**src/rtl/sr_bank_driver_pkg.sv**
```systemverilog
// sr_bank_driver_pkg: shared state encoding, parameter limits and the SR excitation rule.
package sr_bank_driver_pkg;
    typedef enum logic [1:0] {IDLE, PULSE, SETTLE, DONE} state_e;
    localparam int PULSE_CYC_MIN = 1;
    localparam int SR_MAX_N = 64;
    typedef logic [SR_MAX_N-1:0] sr_word_t;
    // Set mask for a target; calling it with both words inverted yields the reset mask.
    function automatic sr_word_t sr_set(sr_word_t tgt, sr_word_t shadow, logic shadow_valid);
        return shadow_valid ? tgt & ~shadow : tgt;
    endfunction
endpackage

```
**src/rtl/sr_bank_timer.sv**
```systemverilog
// sr_bank_timer: loadable down-counter with zero flag, shared by the pulse and settle phases.
module sr_bank_timer #(
    parameter int W = 2
) (
    input  logic         clk,
    input  logic         rst,
    input  logic         load_i,
    input  logic [W-1:0] load_val_i,
    output logic         zero_o
);
    logic [W-1:0] cnt_q;
    always_ff @(posedge clk or posedge rst) begin
        if (rst) cnt_q <= '0;
        else if (load_i) cnt_q <= load_val_i;
        else if (cnt_q != '0) cnt_q <= cnt_q - W'(1);
    end
    assign zero_o = cnt_q == '0;
endmodule

```
**src/rtl/sr_bank_driver.sv**
```systemverilog
// sr_bank_driver: drives set/reset excitation to move an SR bank to a requested word.
// Define SR_BANK_DRIVER_VERIFY_EN to compare q_fb against the target on completion.
module sr_bank_driver
    import sr_bank_driver_pkg::*;
#(
    parameter int N          = 8,
    parameter int PULSE_CYC  = 2,
    parameter int SETTLE_CYC = 1
) (
    input  logic         clk,
    input  logic         rst,
    input  logic         req_valid,
    output logic         req_ready,
    input  logic [N-1:0] req_data,
    output logic [N-1:0] s,
    output logic [N-1:0] r,
    input  logic [N-1:0] q_fb,
    output logic         done,
    output logic         err
);
    localparam int P_EFF = PULSE_CYC < PULSE_CYC_MIN ? PULSE_CYC_MIN : PULSE_CYC;
    localparam int MAXC  = P_EFF > SETTLE_CYC ? P_EFF : SETTLE_CYC;
    localparam int TW    = $clog2(MAXC + 1);

    state_e       state_q, state_d;
    logic [N-1:0] s_q, s_d, r_q, r_d, target_q, target_d, shadow_q, shadow_d;
    logic         shadow_v_q, shadow_v_d, done_q, done_d, err_q, err_d;
    logic         load, zero, mismatch;
    logic [TW-1:0] load_val;
    logic [N-1:0] s_new, r_new;

    assign s_new = N'(sr_set(sr_word_t'(req_data), sr_word_t'(shadow_q), shadow_v_q));
    assign r_new = N'(sr_set(sr_word_t'(~req_data), sr_word_t'(~shadow_q), shadow_v_q));

`ifdef SR_BANK_DRIVER_VERIFY_EN
    logic [N-1:0] cmp_tgt;
    assign cmp_tgt  = state_q == IDLE ? req_data : target_q;
    assign mismatch = cmp_tgt != q_fb;
`else
    logic unused_q_fb;
    assign unused_q_fb = ^q_fb;
    assign mismatch    = 1'b0;
`endif

    sr_bank_timer #(.W(TW)) u_timer (
        .clk(clk), .rst(rst), .load_i(load), .load_val_i(load_val), .zero_o(zero)
    );

    always_comb begin
        state_d    = state_q;
        s_d        = s_q;
        r_d        = r_q;
        target_d   = target_q;
        shadow_d   = shadow_q;
        shadow_v_d = shadow_v_q;
        done_d     = 1'b0;
        err_d      = 1'b0;
        load       = 1'b0;
        load_val   = TW'(P_EFF - 1);
        case (state_q)
            IDLE: if (req_valid) begin
                target_d = req_data;
                if (shadow_v_q && req_data == shadow_q) begin
                    state_d = DONE;
                    done_d  = 1'b1;
                    err_d   = mismatch;
                end else begin
                    state_d = PULSE;
                    s_d     = s_new;
                    r_d     = r_new;
                    load    = 1'b1;
                end
            end
            PULSE: if (zero) begin
                s_d = '0;
                r_d = '0;
                if (SETTLE_CYC == 0) begin
                    state_d = DONE;
                    done_d  = 1'b1;
                    err_d   = mismatch;
                end else begin
                    state_d  = SETTLE;
                    load     = 1'b1;
                    load_val = TW'(SETTLE_CYC - 1);
                end
            end
            SETTLE: if (zero) begin
                state_d = DONE;
                done_d  = 1'b1;
                err_d   = mismatch;
            end
            DONE: begin
                state_d    = IDLE;
                shadow_d   = target_q;
                shadow_v_d = 1'b1;
            end
            default: state_d = IDLE;
        endcase
    end

    always_ff @(posedge clk or posedge rst) begin
        if (rst) begin
            state_q    <= IDLE;
            s_q        <= '0;
            r_q        <= '0;
            target_q   <= '0;
            shadow_q   <= '0;
            shadow_v_q <= 1'b0;
            done_q     <= 1'b0;
            err_q      <= 1'b0;
        end else begin
            state_q    <= state_d;
            s_q        <= s_d;
            r_q        <= r_d;
            target_q   <= target_d;
            shadow_q   <= shadow_d;
            shadow_v_q <= shadow_v_d;
            done_q     <= done_d;
            err_q      <= err_d;
        end
    end

    assign req_ready = state_q == IDLE;
    assign s         = s_q;
    assign r         = r_q;
    assign done      = done_q;
    assign err       = err_q;
endmodule

```
**config.mk**
```make
export PLATFORM = sky130hd
export DESIGN_NAME = sr_bank_driver
export DESIGN_NICKNAME = d
export VERILOG_FILES = /design/src/rtl/sr_bank_driver_pkg.sv /design/src/rtl/sr_bank_timer.sv /design/src/rtl/sr_bank_driver.sv
export SDC_FILE = /design/constraint.sdc
export NUM_CORES = 1
export LEC_CHECK = 0
export ABC_AREA = 1
export CAP_MARGIN = 30
export CORE_ASPECT_RATIO = 1.25
export CORE_MARGIN = 2
export CORE_UTILIZATION = 52
export DETAILED_ROUTE_END_ITERATION = 8
export GPL_TIMING_DRIVEN = 0
export PLACE_DENSITY = 0.79
export SKIP_CTS_REPAIR_TIMING = 1
export SLEW_MARGIN = 20
export SYNTH_ARGS = -nofsm -noshare
export SYNTH_HDL_FRONTEND = slang
export SYNTH_SLANG_ARGS = --single-unit
```
**constraint.sdc**
```tcl
create_clock -name clk -period 2.1 [get_ports clk]
set_clock_uncertainty 0.2 [all_clocks]
set_input_delay 0.42 -clock clk [delete_from_list [all_inputs] [get_ports clk]]
set_output_delay 0.42 -clock clk [all_outputs]
set_load 0.01 [all_outputs]
```
# After elaboration in Yosys (flattened, before gate mapping)
# Cells that the tools add are included.
# word_totals
reg_bits	38
latch_bits	0
ram_bits	0
rom_bits	0
memories	0
# op_classes
n_addsub	1
multipliers	0
div_mod_pow	0
n_lt_le_gt_ge	0
eq_ne	8
shifts	0
muxes	25
n_bitwise	5
n_reduce_logical	9
# op_table
op	count
two-way mux 8 bit	7
case mux 8 bit (2 select lines)	2
inverter 8 bit	3
AND 8 bit	2
two-way mux 2 bit	6
== test 8 bit	1
case mux 2 bit (4 select lines)	1
two-way mux 1 bit	7
nonzero test 2 bit	3
== test 2 bit (second input constant)	2
logical NOT 2 bit	2
inequality test 2 x 1 -> 1 bit (second input constant)	2
inequality test 2 bit (second input constant)	2
case mux 1 bit (2 select lines)	2
AND reduction 4 bit	1
AND reduction 3 bit	1
== test 2 x 1 -> 1 bit (second input constant)	1
AND reduction 2 bit	1
subtractor 2 x 1 -> 2 bit (second input constant)	1
logical AND 1 bit	1

# Depth between registers and ports, before layout
# depth
ltp_word	7
ltp_mapped	10
mapped_depth_nobuf	9

# Hierarchy
# From an unflattened synthesis, not the netlist that was laid out.
# unflattened
cells_unflattened	259
area_unflattened_um2	2243.4
# by_module_without_submodules
mod	instances	cells_each	area_each_um2	seq_area_each_um2
sr_bank_driver	1	242	2120.8	900.9
sr_bank_timer	1	17	122.6	50.0

# Least setup slack after synthesis
# Ideal clock, no wire load.
# synth_path
path_type	register to register
from	register state_q[0]
to	register r_q[4], in the netlist r[4]
setup_time_ns	0.117
arrival_time_ns	1.443
required_time_ns	1.783
setup_slack_ns	0.340
stages_incl_launch_ff	11
path_buffers	2
synth_period_minus_slack_ns	1.760
cell_sequence	dfrtp_1 inv_1 ha_1 buf_2 nand2_2 nand2_2 nor2_8 nand2_4 buf_6 nand2_1 nand2_1
# synth_via
elab_chain_cells	3
elab_cells_between_ends	8
classes_between	4 x eq/ne; 1 x mux; 3 x reduce/logical
# synth_lines
item	line	text
from (decl)	sr_bank_driver.sv:25	state_e state_q, state_d;
from (signal assigned)	sr_bank_driver.sv:112	state_q <= state_d;
logical NOT 2 bit *	n/a	
net req_ready	sr_bank_driver.sv:13	output logic req_ready,
inequality test 2 bit (no line) / nonzero test 2 bit (equally long branches)	n/a	
AND reduction 4 bit (no line)	n/a	
to (signal assigned)	sr_bank_driver.sv:114	r_q <= r_d;
to (decl)	sr_bank_driver.sv:26	logic [N-1:0] s_q, s_d, r_q, r_d, target_q, target_d, shadow_q, shadow_d;
# The timed path passes the listed nets; every way through them passes the cells marked *.
# A chain may end at the register's enable or synchronous reset.

# Worst setup path in the final report
# layout_path
from	input req_data[4]
to	register r_q[4], in the netlist r[4]
# layout_via
elab_chain_cells	6
elab_cells_between_ends	10
classes_between	2 x eq/ne; 4 x mux; 2 x bitwise; 2 x reduce/logical
# layout_lines
item	line	text
from (decl)	sr_bank_driver.sv:14	input logic [N-1:0] req_data,
inverter 8 bit	sr_bank_driver.sv:33	assign r_new = N'(sr_set(sr_word_t'(~req_data), sr_word_t'(~shadow_q), shadow_v_q));
AND 8 bit	sr_bank_driver_pkg.sv:9	return shadow_valid ? tgt & ~shadow : tgt;
two-way mux 8 bit	sr_bank_driver_pkg.sv:9	
two-way mux 8 bit	sr_bank_driver.sv:63	if (shadow_v_q && req_data == shadow_q) begin
two-way mux 8 bit	sr_bank_driver.sv:61	IDLE: if (req_valid) begin
case mux 8 bit (2 select lines)	sr_bank_driver.sv:60	case (state_q)
# Parallel ways exist; a longest one is shown, timed or not. The select of a mux whose other input is x is not followed.

==> impl_metrics.env <==
export IMPL_outcome="finished, final reports clean"
export IMPL_clock_path_buffers=2
export IMPL_die_width_um=61
export IMPL_synth_xor_area_frac=0.00415
export IMPL_fp_coreArea_um2=3850
export IMPL_path_clk_slew_ns=0.07
export IMPL_worstSkewPairLatency_ns=0.29
export IMPL_max_slew_margin=0.489
export IMPL_synth_edf_count=0
export IMPL_nets=336
export IMPL_synth_top_family_by_area="simple AND/OR/NAND/NOR gates"
export IMPL_cts_sinks=38
export IMPL_cts_buffers=5
export IMPL_place_gp_congestion=0.796
export IMPL_critPathArrivalTime_ns=2.04
export IMPL_cap_violations=0
export IMPL_most_common_layout_cells="nand2_1 (73), dfrtp_1 (38), inv_1 (23)"
export IMPL_grt_usage=0.188
export IMPL_synthDistinctLibCells=25
export IMPL_wirelength_um=4120
export IMPL_drt_initial_drc_count=59
export IMPL_crit_chain="clkdlybuf4s50_1, inv_1, ha_1, inv_1, nor2_4, nand4_4, nand2_4, buf_6, nand2_1, nand2_1"
export IMPL_powerDensity_nw_per_um2=1360
export IMPL_cp_max_fo=10
export IMPL_r2r_start="state_q[0]$_DFFE_PP0P_"
export IMPL_final_util=0.690
export IMPL_period_share=0.959
export IMPL_cts_max_level=2
export IMPL_io_pins=38
export IMPL_viasPerCell=4.78
export IMPL_drive_gt1_frac=0.138
export IMPL_diodes=0
export IMPL_detail_route_wl_per_cell_um=11.7
export IMPL_syn2layout_area_growth_pct=25.7
export IMPL_startpoint_type="input pin"
export IMPL_start_util=0.549
export IMPL_cpLargestDelayFamily="buffers and inverters"
export IMPL_synth_cells=252
export IMPL_worstSetupStartpoint="req_data[4]"
export IMPL_hold_slack_ns=0.268
export IMPL_final_common_cell="nand2_1"
export IMPL_dr_pass1_iters=4
export IMPL_rows=25
export IMPL_syn_avg_cell_area_um2=8.38
export IMPL_netlist_area_um2=2110
export IMPL_cts_tree="yes"
export IMPL_area_sequential_um2=951
export IMPL_vias=1679
export IMPL_die_h_um=75.3
export IMPL_leakage_uw=0.00143
export IMPL_crit_buf_inv=4
export IMPL_place_hpwl_um=3040
export IMPL_grt_max_degree=39
export IMPL_synth_yosys_warnings=0
export IMPL_placed_cell_area_um2=2460
export IMPL_fmax_mhz=496
export IMPL_min_path_type="flip-flop to flip-flop"
export IMPL_finalSetupViolations=0
export IMPL_ir_worst_vdd_mv=0.879
export IMPL_drv_slew=0
export IMPL_synth_nets=292
export IMPL_synth_mux_area_frac=0
export IMPL_final_antenna_net_count=0
export IMPL_finalInstanceArea_um2=2660
export IMPL_cp_required_ns=2.13
export IMPL_multiInputGateArea_um2=1000
export IMPL_cp_slowest_cell="clkdlybuf4s50_1"
export IMPL_synthArstFlopShare=1.00
export IMPL_drcViolationCount=0
export IMPL_finalHoldViolations=0
export IMPL_clock_tree_root_cell="clkbuf_8"
export IMPL_synthAdderAreaFrac=0.124
export IMPL_fin_cells=351
export IMPL_tightestPinTransition_ns=0.765
export IMPL_synth_main_ff_cell="dfrtp_1"
export IMPL_port_buffers=28
export IMPL_ys_seq_area_frac=0.450
export IMPL_tns_ns=0
export IMPL_grt_ovfl_total=0
export IMPL_end_kind="flip-flop"
export IMPL_grt_pass1_wl_um=6490
export IMPL_grt_pass1_vias=1523
export IMPL_synth_simple_area_share=0.240
export IMPL_dp_cells=334
export IMPL_min_delay_start="r[5]$_DFFE_PP0P_"
export IMPL_layout_min_cycle_time_ns=2.01
export IMPL_path_class="input pin to flip-flop"
export IMPL_slowest_delay_ns=0.53
export IMPL_nFillCells=313
export IMPL_die_area_um2=4590
export IMPL_antenna_found_initial=0
export IMPL_ys_seq_elements=38
export IMPL_synth_compound_area_frac=0.0948
## worst reg2reg max path: stages, from the launching register on
cell	delay [ns]
dfrtp_1	0.38
inv_1	0.09
ha_1	0.22
buf_2	0.19
nand2_2	0.11
nand2_2	0.09
nor2_8	0.16
nand2_4	0.09
buf_6	0.15
nand2_1	0.07
nand2_1	0.05
## path summary, 6_finish.rpt
kind | end | slack (ns) | cells past startpoint
min | r[5]$_DFFE_PP0P_ | 0.27 | 2
max in group asynchronous | r[1]$_DFFE_PP0P_ | 0.82 | 2
max | r[4]$_DFFE_PP0P_ | 0.09 | 10
min reg2reg | r[5]$_DFFE_PP0P_ | 0.27 | 2
max reg2reg | r[4]$_DFFE_PP0P_ | 0.20 | 10
min in group asynchronous | u_timer.cnt_q[0]$_DFFE_PP0P_ | 0.39 | 2
## Yosys cell counts (3+ instances only)
cell type / n / share of area
o21ai_1: 17 / 0.040
ha_1: 21 / 0.12
inv_1: 25 / 0.044
nand2_1: 73 / 0.13
buf_4: 3 / 0.011
nor2_1: 11 / 0.020
nor2_2: 3 / 0.0089
dfrtp_1: 38 / 0.45
buf_2: 5 / 0.012
o21ai_0: 9 / 0.021
nand2_2: 3 / 0.0089
inv_2: 3 / 0.0053
a21oi_1: 11 / 0.026
nand3_1: 17 / 0.040
## final cells by class
cell class	instances	area share
inverter	28	0.0396
sequential	38	0.358
multi-input combinational	176	0.378
clock buffer	7	0.0325
tap	54	0.0254
clock inverter	1	0.00189
timing repair buffer	36	0.134
buffer	11	0.0302
## registers in the layout, summed over array words and instances, names as in the netlist
name	count
done	1
r	8
s	8
shadow_q	8
shadow_v_q	1
state_q	2
target_q	8
u_timer.cnt_q	2
## per-layer routing
metal  GRT usage  up-vias  share of wire
met5           0        -              0
met4      0.0507        0         0.0097
met3      0.0412        4          0.028
met2       0.351       26           0.53
met1       0.213      756           0.43
li1            -      893              -
## cells by family (layout without fill, tap and decap cells)
group,after synthesis,after routing
AO/OA/AOI/OAI,39,39
XOR/XNOR,1,1
adder cells (fa/ha/maj),21,21
buffers and inverters,39,83
flip-flops,38,38
other,1,1
AND/OR/NAND/NOR,113,114
## through the flow
stage          setup slack, ns  power, µW
3_5_place_dp            -0.331       2990
4_1_cts                -0.0537       3490
2_1_floorplan            0.340       2430
6_report                0.0853       3610
3_3_place_gp            -0.304       2910
5_1_grt                -0.0176       3950
## where the power goes
group / total (µW) / switching, µW / leakage [µW] / internal (µW)
clock: 508 / 243 / 0.0000482 / 265
sequential: 1200 / 155 / 0.000485 / 1050
combinational: 1900 / 1040 / 0.000897 / 857
total: 3610 / 1440 / 0.00143 / 2170
Note: power is estimated with default switching activity, not from simulation.
==> patch 1, RTL diff (same settings) <==
Encoding of `state_e`: now one-hot (4 bits for 4 states).
--- a/src/rtl/sr_bank_driver_pkg.sv
+++ b/src/rtl/sr_bank_driver_pkg.sv
@@ -2,3 +2,3 @@
 package sr_bank_driver_pkg;
-    typedef enum logic [1:0] {IDLE, PULSE, SETTLE, DONE} state_e;
+    typedef enum logic [3:0] {IDLE = 4'b0001, PULSE = 4'b0010, SETTLE = 4'b0100, DONE = 4'b1000} state_e;
     localparam int PULSE_CYC_MIN = 1;
Formal check against the unedited RTL: no difference found for any inputs over 10 cycles, from zero or initial values and one cycle with rst high; not proved beyond that.
==> patch 1 against the original RTL <==
  * Critical path depth is 5 lower
  * Critical path type is now flop to output pin
  * Largest power group unchanged
  * Sequential share of layout area is 0.94 points higher
  * Critical endpoint is now req_ready
  * Setup slack better by 0.10 ns
  * Area after synthesis is 4.9% higher
  * Core utilization is 2.5 points lower
  * Sequential cell count is 2 higher
  * Clock power is 3% higher
  * Maximum frequency is 5.2% higher
  * Combinational power is 17% lower
  * Design area is 2.7% higher
  * Power is 7.0% lower
  * Wire length is 4.2% higher
==> patch 1: results (changes against the original RTL) <==
- The flow ran to the end, and the final reports show no timing, DRC or antenna violations.
- The parity-gate share of the synthesized area counting xor and xnor cells is 0.395% (-0.019 points).
- The net count of the mapped netlist was 308 (+5.5%).
- The count of buffers inserted at the top-level ports was 28 (unchanged).
- The internal cell power came to 2070 uW (-4.7%).
- The portion of the post-synthesis area used by sequential elements is 45.2% (+0.20 points).
- The hold slack came to 0.255 ns (-0.0132 ns).
- The average wire per cell in the routed design was 11.7 um (about the same).
- The number of placed instances with taps included is 357 (+6.9%).
- The number of distinct library cells after synthesis came to 23 (-8.0%).
- The post-detailed-routing wire length is 4.29 mm (+4.2%).
- The highest ir drop seen on vdd is 0.553 mV (-37%).
- The path class of the tightest hold or removal check is primary input to async pin.
- The last weighted congestion value of the routability-driven placer is 0.812 (+2.0%).
- The number of standard-cell rows in the floorplan is 26 (+4.0%).
- The global-route wire length before repair is 7.75 mm (+19%).
- The overall routing resource usage is 20.5% (+1.7 points).
- The data arrival time at the worst-slack endpoint is 1.29 ns (-0.75 ns).
- The final net count is 345 (+2.7%).
- The number of global-route vias before repair is 1,752 (+15%).
- The adder-cell share of the synthesized area was 9.60% (-2.8 points).
- The fraction of layout cells with a size suffix above 1 is 12.3% (-1.5 points).
- The number of vias per cell after detailed routing is 4.73 (-1.2%).
- The largest net degree at the start of global routing is 22 (-44%).
- The post-detailed-placement half-perimeter wirelength came to 3.30 mm (+8.6%).
- The commonest cells after synthesis are 85 x nand2_1, 42 x inv_1, 39 x dfrtp_1.
- The leakage power figure came to 0.00153 uW (+6.9%).
- The synthesized area divided by synthesized cell count is 8.15 sq um (-2.8%).
- The register-to-register path setup slack was 0.31 ns (+0.11 ns).
- The standard cell area after detailed placement is 0.00259 sq mm (+5.4%).
- The library cell contributing the largest single delay on the critical path is dfstp_2.
[patch 1: changes by cell type in the layout (fill, tap and decap cells not counted), moves of 4 or more]
cell / delta
a21oi_1: -9
buf_4: -7
ha_1: -4
inv_1: +18
inv_2: -4
nand2_1: +12
nand3_1: -5
nand3_2: +10
o21ai_0: +19
o21ai_1: -17
[patch 1: cell families after synthesis]
| logic type | Yosys count |
|---|---|
| adder cells (fa/ha/maj) | 17 |
| AND/OR/NAND/NOR | 128 |
| flip-flops | 40 |
| AO/OA/AOI/OAI | 31 |
| XOR/XNOR | 1 |
| buffers and inverters | 54 |
| other | 1 |
[patch 1: worst max-delay path: cells and delay by family (launching register included)]
kind / cells / cell delay [ns]
DFF: 1 / 0.53
and+or+nand+nor: 2 / 0.18
buffers and inverters: 3 / 0.29
[patch 1: worst paths after layout]
check / start / to / cells past startpoint
worst max-delay path: state_q[0]$_DFFE_PP1P_ / req_ready / 5
min in group clk: req_data[3] / target_q[3]$_DFFE_PP0P_ / 3
worst min register to register: target_q[7]$_DFFE_PP0P_ / target_q[7]$_DFFE_PP0P_ / 2
worst min-delay path: rst / state_q[1]$_DFFE_PP0P_ / 2
worst max register to register: shadow_q[4]$_DFFE_PP0N_ / state_q[1]$_DFFE_PP0P_ / 8
max in group asynchronous: rst / shadow_q[1]$_DFFE_PP0N_ / 3
[patch 1: power groups by stage]
stage          clock network, uW  registers, uW  logic, uW
2_1_floorplan                  0           1300        970
3_3_place_gp                   0           1250       1520
3_5_place_dp                   0           1260       1580
4_1_cts                      534           1250       1600
5_1_grt                      571           1290       1810
6_report                     522           1250       1580
[patch 1: cell type report]
cell class | instances | area [sq um]
Clock buffer | 8 | 90.1
Inverter | 43 | 163
Multi-Input combinational cell | 178 | 981
Timing Repair Buffer | 30 | 338
Tap cell | 56 | 70.1
Fill cell | 362 | 1370
Buffer | 11 | 82.6
Sequential cell | 40 | 1000
[patch 1: layer usage]
layer | vias to the layer above | GRT usage (%) | share of wire, %
met5 | - | 0 | 0
met4 | 0 | 10.0 | 2.0
met3 | 9 | 3.23 | 2.0
met2 | 23 | 36.8 | 52
met1 | 798 | 23.6 | 44
li1 | 900 | - | -
[patch 1: metrics by stage]
| step | total power [uW] | worst slack (ns) | util [%] |
|---|---|---|---|
| detailed placement | 2840 | -0.424 | 63.3 |
| floorplan | 2270 | 0.394 | - |
| global placement | 2770 | -0.375 | 62.6 |
| global route | 3670 | 0.109 | 66.5 |
| CTS | 3380 | -0.176 | 65.5 |
| finish | 3350 | 0.186 | 66.5 |
==> patch 2, RTL diff (same settings) <==
Made on the original files. Change the parameter `PULSE_CYC` from 2 to 4.
--- a/src/rtl/sr_bank_driver.sv
+++ b/src/rtl/sr_bank_driver.sv
@@ -6,3 +6,3 @@
     parameter int N          = 8,
-    parameter int PULSE_CYC  = 2,
+    parameter int PULSE_CYC  = 4,
     parameter int SETTLE_CYC = 1
Formal check against the unedited RTL: not equivalent (a bounded check fails within 4 cycles, from zero or initial values and one cycle with rst high).
==> patch 2 against the original RTL <==
  * Sequential power up 5%
  * Synthesized cell count rose by 6.3%
  * Design area is 4.4% higher
  * Sequential cell count increased by 1
  * Area after synthesis rose by 3.9%
  * Setup slack got worse by 0.013 ns
  * Wire length increased by 8.2%
  * Power rose by 4.4%
  * Largest cell class unchanged
  * Highest routed layer unchanged
==> patch 2: results (changes against the original RTL) <==
- The flow ran to the end, and the final reports show no timing, DRC or antenna violations.
- The end point of the critical path is r[2]$_DFFE_PP0P_.
- The depth of the worst register-to-register path is 11 (+1).
- The count of buffers inserted at the top-level ports is 28 (unchanged).
- The number of buffers between clock root and the deepest sink came to 2 (unchanged).
- The data arrival time at the worst-slack endpoint is 2.06 ns (+0.02 ns).
- The final net count came to 349 (+3.9%).
- The filler cell count in the final layout is 325 (+3.8%).
- The leakage power figure came to 0.00148 uW (+3.3%).
- The net count of the mapped netlist is 309 (+5.8%).
- The clock latency on the worst-skew pair is 0.29 ns (about the same).
- The largest net degree at the start of global routing is 26 (-33%).
- The number of global-route vias before repair is 1,743 (+14%).
- The portion of the post-synthesis area used by sequential elements was 44.5% (-0.53 points).
- The register-to-register path setup slack is 0.17 ns (-0.03 ns).
- The CTS buffer count was 5 (unchanged).
- The clock-pin transition on the worst setup and hold timing paths is 0.07 ns (about the same).
- The maximum fanout encountered on the critical timing path is 10 (unchanged).
- The warning count from the yosys run is 0 (unchanged).
- The synthesized area divided by synthesized cell count was 8.18 sq um (-2.3%).
- In the post-synthesis netlist, the biggest area contributors are dfrtp_1 44%, nand2_1 13%, ha_1 13%.
- The overall routing resource usage is 20.2% (+1.4 points).
- The commonest cells after synthesis are 76 x nand2_1, 39 x dfrtp_1, 31 x inv_1.
- The count of inserted antenna diode cells is 0 (unchanged).
- The number of distinct library cells after synthesis was 21 (-16%).
- The startpoint identified for the worst register-to-register timing path is u_timer.cnt_q[0]$_DFFE_PP0P_.
- The number of H-tree levels is 2 (unchanged).
- The tightest min-delay check is of the primary input to async pin type.
- The cell sitting at the root of the clock tree is a clkbuf_8.
- Tracing the worst setup path back leads to its startpoint at req_data[2].
- The number of antenna violations at the first check in global routing is 0 (unchanged).
- The post-detailed-placement half-perimeter wirelength came to 3.46 mm (+14%).
- The reported net switching power is 1510 uW (+4.8%).
- The global-route wire length before repair came to 7.19 mm (+11%).
- The last weighted congestion value of the routability-driven placer is 0.775 (-2.6%).
- The post-detailed-routing wire length was 4.46 mm (+8.2%).
- The highest ir drop seen on vdd was 0.818 mV (-6.9%).
- The fraction of layout cells with a size suffix above 1 came to 12.6% (-1.2 points).
- The number of vias in the routed layout is 1,828 (+8.9%).
- The number of vias per cell after detailed routing is 5.01 (+4.7%).
- The initial DRC count was 78 (+32%).
- The final antenna-violating net count came to 0 (unchanged).
- The length of the first detailed-routing pass in iterations is 4 (unchanged).
- The share of flip-flops with an asynchronous set or reset after synthesis came to 100% (unchanged).
[patch 2: cell types whose count changed after synthesis, sizes merged, moves of 2 or more]
| cell | change |
|---|---|
| a21oi | -2 |
| buf | -2 |
| clkbuf | +2 |
| inv | +3 |
| nand3 | +5 |
| nor2 | +8 |
| nor3 | +2 |
| o21ai | -2 |
| or2 | +3 |
[patch 2: layer usage]
layer	vias to the layer above	wire, um	track usage (%)
li1	921	-	-
met1	852	1730	20.1
met2	46	2470	37.7
met3	9	176	5.09
met4	0	78	7.02
met5	-	0	0
[patch 2: area by class of cell]
class                   count  area, sq um  area share, %
repair buffers             33          350           12.6
clock inverters             1         7.51          0.271
plain buffers              11         77.6           2.80
inverters                  31          116           4.20
well taps                  56         70.1           2.53
clock buffers               7         96.3           3.47
multi-input cells         187         1080           38.9
flip-flops and latches     39          976           35.2
[patch 2: power by group through the flow]
stage                     Clock (uW)  Combinational [uW]  Sequential [uW]
after floorplan                    0                1200             1300
after global placement             0                1800             1240
after detailed placement           0                1880             1260
after CTS                        574                1890             1250
after global routing             604                2240             1300
final                            553                1950             1260
[patch 2: metrics by stage]
| step | power (uW) | util, % | setup TNS, ns | instance area (sq um) | worst slack [ns] |
|---|---|---|---|---|---|
| floorplan | 2500 | - | 0 | 2190 | 0.322 |
| global placement | 3030 | 62.6 | -12.13 | 2540 | -0.290 |
| detailed placement | 3140 | 63.0 | -5.07 | 2560 | -0.359 |
| CTS | 3720 | 65.6 | -0.322 | 2670 | -0.0757 |
| global route | 4140 | 68.2 | 0 | 2770 | 0.00412 |
| finish | 3770 | 68.2 | 0 | 2770 | 0.0726 |
[patch 2: worst min-delay path by stage]
stage	end	slack, ns	cells after the start
6_report	s[5]$_DFFE_PP0P_	0.20	2
5_1_grt	r[4]$_DFFE_PP0P_	0.23	2
4_1_cts	s[5]$_DFFE_PP0P_	0.20	2
3_5_place_dp	s[4]$_DFFE_PP0P_	0.26	2
3_3_place_gp	r[7]$_DFFE_PP0P_	0.25	2
2_1_floorplan	shadow_q[5]$_DFFE_PP0N_	0.25	2
[patch 2: critical path: stages]
cell and delay [ns]:
clkdlybuf4s50_1 0.50, inv_1 0.09, ha_1 0.28, nand2_1 0.07, inv_1 0.10, nand4_4 0.18, nand2_4 0.14, buf_6 0.14
nand2_1 0.06, nand2_1 0.07
[patch 2: cell families after synthesis]
logic type / count (synthesis) / share of synthesized area [%]
flip-flops: 39 / 44.5
AND/OR/NAND/NOR: 131 / 26.4
buffers and inverters: 42 / 8.73
AO/OA/AOI/OAI: 33 / 7.70
adder cells (fa/ha/maj): 22 / 12.5
other: 1 / 0.171
